[config.mk]
export PLATFORM = sky130hd
export DESIGN_NAME = kun16_dm_arbiter
export DESIGN_NICKNAME = d
export VERILOG_FILES = /design/src/rtl/kun16_dm_arbiter.sv
export SDC_FILE = /design/constraint.sdc
export NUM_CORES = 1
export LEC_CHECK = 0
export ABC_AREA = 1
export CORE_AREA = 2 2 60 62
export CTS_CLUSTER_SIZE = 30
export DETAILED_ROUTE_END_ITERATION = 16
export DIE_AREA = 0 0 62 64
export DONT_BUFFER_PORTS = 1
export RECOVER_POWER = 50
export SLEW_MARGIN = 0
export SYNTH_ARGS = -nofsm -noshare
export SYNTH_HDL_FRONTEND = slang
export SYNTH_SLANG_ARGS = --single-unit
[constraint.sdc]
create_clock -name clk -period 1.3 [get_ports clk]
set_input_delay 0 -clock clk [delete_from_list [all_inputs] [get_ports clk]]
set_output_delay 0 -clock clk [all_outputs]
set_load 0.05 [all_outputs]
[src/rtl/kun16_dm_arbiter.sv]
// KUN16 data-memory arbiter: shares one single-port DM between core load/store and debug port.
// Latency: stores 1 cycle, loads return 1 cycle after issue (core sees exactly one stall cycle).
// Backpressure: core held via c_stall while pending/denied; debug holds its request until d_gnt.
// Optional starvation guard for the debug port enabled by defining KUN16_ARB_STARVE_GUARD_EN.
module kun16_dm_arbiter #(
   parameter int AW           = 16,
   parameter int DW           = 16,
   parameter int STARVE_LIMIT = 4
) (
   input  logic          clk,
   input  logic          rst,
   input  logic          c_req,
   input  logic          c_wen,
   input  logic [AW-1:0] c_addr,
   input  logic [DW-1:0] c_wdata,
   output logic [DW-1:0] c_rdata,
   output logic          c_stall,
   input  logic          d_req,
   input  logic          d_wen,
   input  logic [AW-1:0] d_addr,
   input  logic [DW-1:0] d_wdata,
   output logic          d_gnt,
   output logic          d_rvalid,
   output logic [DW-1:0] d_rdata,
   output logic [AW-1:0] m_addr,
   output logic          m_wen,
   output logic [DW-1:0] m_wdata,
   input  logic [DW-1:0] m_rdata,
   output logic          owner
);

   typedef enum logic [0:0] {
      C_IDLE = 1'b0,
      C_DATA = 1'b1
   } c_state_t;

   c_state_t state, state_nxt;
   logic     core_want;
   logic     core_gnt;
   logic     dbg_gnt;
   logic     force_dbg;
   logic     rd_owner;   // 0: last load issued by core, 1: by debug

`ifdef KUN16_ARB_STARVE_GUARD_EN
   localparam logic [3:0] LIMIT = 4'(STARVE_LIMIT);
   logic [3:0] starve_cnt;

   // Count consecutive cycles debug asks but is refused; saturates instead of wrapping.
   always_ff @(posedge clk) begin
      if (!rst) begin
         starve_cnt <= '0;
      end else if (!d_req || d_gnt) begin
         starve_cnt <= '0;
      end else if (starve_cnt != 4'hF) begin
         starve_cnt <= starve_cnt + 4'd1;
      end
   end

   assign force_dbg = d_req && (starve_cnt == LIMIT);
`else
   logic [3:0] unused_limit;
   assign unused_limit = 4'(STARVE_LIMIT);
   assign force_dbg    = 1'b0;
`endif

   // Slot arbitration, core FSM next state and memory-port steering.
   always_comb begin
      core_want = c_req && (state == C_IDLE);
      core_gnt  = core_want && !force_dbg;
      dbg_gnt   = d_req && !core_gnt && rst;
      state_nxt = state;
      c_stall   = 1'b0;
      m_wen     = 1'b0;
      m_addr    = c_addr;
      m_wdata   = c_wdata;
      d_gnt     = 1'b0;
      owner     = 1'b0;
      case (state)
         C_IDLE: begin
            if (c_req) begin
               if (core_gnt && c_wen) begin
                  m_wen = 1'b1;
               end else if (core_gnt) begin
                  c_stall   = 1'b1;
                  state_nxt = C_DATA;
               end else begin
                  // denied by a forced debug slot: retry next cycle
                  c_stall = 1'b1;
               end
            end
         end
         C_DATA: begin
            // load data returns now; the slot itself is free for debug
            state_nxt = C_IDLE;
         end
         default: begin
            state_nxt = C_IDLE;
         end
      endcase
      if (dbg_gnt) begin
         d_gnt   = 1'b1;
         owner   = 1'b1;
         m_wen   = d_wen;
         m_addr  = d_addr;
         m_wdata = d_wdata;
      end
      if (!rst) begin
         m_wen   = 1'b0;
         c_stall = 1'b0;
         d_gnt   = 1'b0;
         owner   = 1'b0;
      end
   end

   // State register, debug read-valid pipeline and owner of the in-flight load.
   always_ff @(posedge clk) begin
      if (!rst) begin
         state    <= C_IDLE;
         d_rvalid <= 1'b0;
         rd_owner <= 1'b0;
      end else begin
         state    <= state_nxt;
         d_rvalid <= dbg_gnt && !d_wen;
         if (core_gnt && !c_wen) begin
            rd_owner <= 1'b0;
         end else if (dbg_gnt && !d_wen) begin
            rd_owner <= 1'b1;
         end
      end
   end

   // Returned read data is routed to exactly one requester, zero otherwise.
   assign c_rdata = ((state == C_DATA) && !rd_owner) ? m_rdata : '0;
   assign d_rdata = (d_rvalid && rd_owner) ? m_rdata : '0;

endmodule

Word level (Yosys, flattened, before mapping)
Cells that the tools add are included.
{"block": "word_totals", "register_bits": 3, "in_bits": 86, "out_inout_bits": 69, "wordCells": 37}
{"block": "op_classes", "n_bitwise": 2, "reduce_logical": 13, "n_mux": 19}
{"cell": "$mux 16", "count": 4}
{"cell": "$mux 1", "count": 14}
{"cell": "$logic_and 1x1->1", "count": 8}
{"cell": "$logic_not 1->1", "count": 4}
{"cell": "$not 1->1", "count": 2}
{"cell": "$pmux 1 s2", "count": 1}
{"cell": "$reduce_or 2->1", "count": 1}

Longest topological paths before layout
{"block": "logic_depth", "ltp_word": 8, "ltp_mapped": 7, "mapped_depth_nobuf": 6}

Worst setup path after synthesis
No wires, ideal clock.
{"block": "synth_timing", "path_kind": "reg2out", "start": "reg d_rvalid", "end": "out d_rdata[10]", "n_path_buf": 1, "arrival_ns": 1.695, "t_required_ns": 1.300, "path_slack_ns": -0.395, "path_stages_with_launch": 4, "path_cell_list": "dfxtp_1 > nand2_1 > buf_2 > nor2_1"}
{"block": "synth_between", "elab_chain_cells": 2}
{"element": "start, declared", "line": "23", "rtl": "output logic d_rvalid,"}
{"element": "start signal, assigned", "line": "123", "rtl": "d_rvalid <= dbg_gnt && !d_wen;"}
{"element": "$logic_and 1x1->1", "line": "134", "rtl": "assign d_rdata = (d_rvalid && rd_owner) ? m_rdata : '0;"}
{"element": "$mux 16", "line": "134"}
{"element": "end, declared", "line": "24", "rtl": "output logic [DW-1:0] d_rdata,"}
Every way passes these cells.

Worst setup path after layout
{"block": "layout_timing", "start": "reg state", "end": "out m_wdata[8]"}
{"block": "layout_between", "elab_chain_cells": 6}
{"element": "start, declared", "line": "37", "rtl": "c_state_t state, state_nxt;"}
{"element": "start signal, assigned", "line": "122", "rtl": "state <= state_nxt;"}
{"element": "$not 1->1"}
{"element": "$logic_and 1x1->1", "line": "68", "rtl": "core_want = c_req && (state == C_IDLE);"}
{"element": "$logic_not 1->1", "line": "70", "rtl": "dbg_gnt = d_req && !core_gnt && rst;"}
{"element": "$logic_and 1x1->1 (2 in series)", "line": "70"}
{"element": "$mux 16", "line": "100", "rtl": "if (dbg_gnt) begin"}
{"element": "end, declared", "line": "27", "rtl": "output logic [DW-1:0] m_wdata,"}
Every way passes these cells.

==> reports/summary.txt <==
worst slew pin tran: 625 ps
Post-Route WL: 4350 um
vias in the first global route: 1310
Pleak: 1.20 nW
n_diodes: 0
Critical Path End Type: output port
Max stage delay on crit path: 340 ps
sequential area share after synthesis: 0.0747
RD Place Congestion: 0.728
PortBufs: 0
final worst path period share: 1.04
Buf/Inv on CP: 4
footprint of the multi-input gates: 937 um2
1st-pass router iterations: 4
final hold vios: 0
crit-path max FO: 8
post-DP HPWL: 2770 um
Netlist cell types: 15
Worst slew margin: 0.585
met2 usage: 0.382
Die H: 64 um
DR iter-0 viols: 24
P&R area growth vs syn: 195%
Avg WL per Cell: 14.4 um
ordered list of cells on the worst path: inv_2 > nand2_4 > nand2_8 > buf_12 > buf_16 > nand2_2 > nand2_2 > buf_12
CP Data Arrival Time: 1350 ps
Vias/cell: 4.64
CTS buffer count: 3
Final nets: 344
CP required: 1300 ps
critical path class: register to output port
Syn. warnings: 0
# rows: 21
clk_lat worst skew: 240 ps
CTS tree: built
Initial Util: 0.245
MaxCap Viol Count: 0
Num Clock Sinks: 3
min-delay worst type: input port to register
Sequential Area: 62.6 um2
WHS: 104 ps
core footprint: 0.00328 mm2
DRC viols: 0
worst setup margin: -46.5 ps
wire length of the first global-routing pass: 5890 um
grt met3 use: 0.0344
cells after synthesis: 176
pwr/cell area: 591 mW/mm2
GRT Max-Usage Layer: met2
share of cells above drive strength 1: 0.712
Final Skew: 4.52 ps
root buffer cell: clkbuf_4
Final setup viols: 31
CTS clk-pin slew, worst paths: 40 ps
GRT Overall Usage: 0.194
most frequent cells in the layout: nand2_2 (56), buf_4 (37), buf_12 (35)
VDD IR max: 0.326 mV
Tmin final: 1350 ps
largest net degree at the start of global routing: 18
unrepaired setup endpoints after global routing: true
met1 usage: 0.193
Syn Std Cell Area: 805 um2
io pins: 155
htree depth: 1
Synth Area per Inst: 4.57 um2
CP top delay family: buffers and inverters
Finished Core Util: 0.722
Yosys reg bits: 3
Post-Syn Nets: 262
violated checks: negative setup slack
Critical Path Start Type: register
Crit-path slowest cell: dfxtp_2
status: complete, but fails checks
Clock Path Buffers: 2
chip width: 62 um
antenna viol nets, final: 0
commonest non-fill, non-tap cell in the layout: nand2_2
initial antenna violation count: 0
fillcell total: 244
Die Area: 0.00397 mm2
Max Slew Vio Count: 0
fmax: 743 MHz
DR vias: 1406
Remaining Overflow, GRT: 0
path summary, 6_finish.rpt:
kind,startpoint,slack [ps],depth (start not counted),endpoint
hold / removal,rst,100,4,d_rvalid
hold reg to reg,rd_owner,490,2,rd_owner
setup reg to reg,state,290,5,state
setup / recovery,state,-50,8,m_wdata[8]
Yosys cell counts:
cell | count | area, um2
buf_12 | 1 | 20.0
nand3b_1 | 1 | 7.51
dfxtp_1 | 3 | 60.1
nand2_1 | 92 | 345
buf_4 | 4 | 30.0
a21oi_1 | 2 | 10.0
nand2_4 | 1 | 11.3
nand3_1 | 1 | 5.00
clkinv_2 | 1 | 5.00
inv_6 | 1 | 8.76
buf_6 | 2 | 22.5
nand2_2 | 10 | 62.6
inv_1 | 21 | 78.8
nor2_1 | 34 | 128
buf_2 | 2 | 10.0
routing by layer:
| layer | vias to the layer above | part of all wire |
|---|---|---|
| li1 | 664 | - |
| met1 | 632 | 0.32 |
| met2 | 104 | 0.57 |
| met3 | 6 | 0.096 |
| met4 | 0 | 0.014 |
| met5 | - | 0 |
report_power, final:
part | switching [mW] | internal [mW]
clock network | 0.0592 | 0.116
logic | 0.641 | 0.486
registers | 0.00205 | 0.0961
stage by stage:
step	cell area (um2)	std cells	TNS [ps]	total power, mW	setup slack (ps)
after floorplan	902	176	-2.45	0.635	-2.45
after global placement	1830	283	0	1.04	191
after detailed placement	1830	283	0	1.05	154
after CTS	2250	300	-219	1.35	-31.2
after global routing	2370	303	-1720	1.45	-71.5
final	2370	303	-786	1.40	-46.5
state kept, by name, indices dropped and copies added (netlist names):
signal and cells:
state 1, d_rvalid 1, rd_owner 1
worst min-delay path, stage by stage:
cell      delay, ps
nand2_1          40
clkinv_2         90
nand3_1         100
inv_1            80
kinds of logic (layout without fill, tap and decap cells):
kind of cell	Yosys count	after routing	share of synthesized area
AOI/OAI and AO/OA	2	2	0.0124
buffers and inverters	32	113	0.218
and+or+nand+nor	139	139	0.695
DFF	3	3	0.0747
area by class of cell:
cell class                 instances  area share
clock buffer                       4      0.0111
inverter                          23      0.0438
multi-input combinational        141       0.395
sequential                         3      0.0264
tap                               46      0.0243
timing repair buffer              84       0.487
timing repair inverter             2      0.0116
repair_timing:
action                     in CTS  in global routing
setup endpoints to repair      35                 49
setup buffers                   5                  2
resized for setup              77                 24
pin swaps                      15                 12
hold buffers                    4                  0
hold endpoints to repair        3                  0
gates cloned                    4                  1
Note: power is estimated with default switching activity, not from simulation.
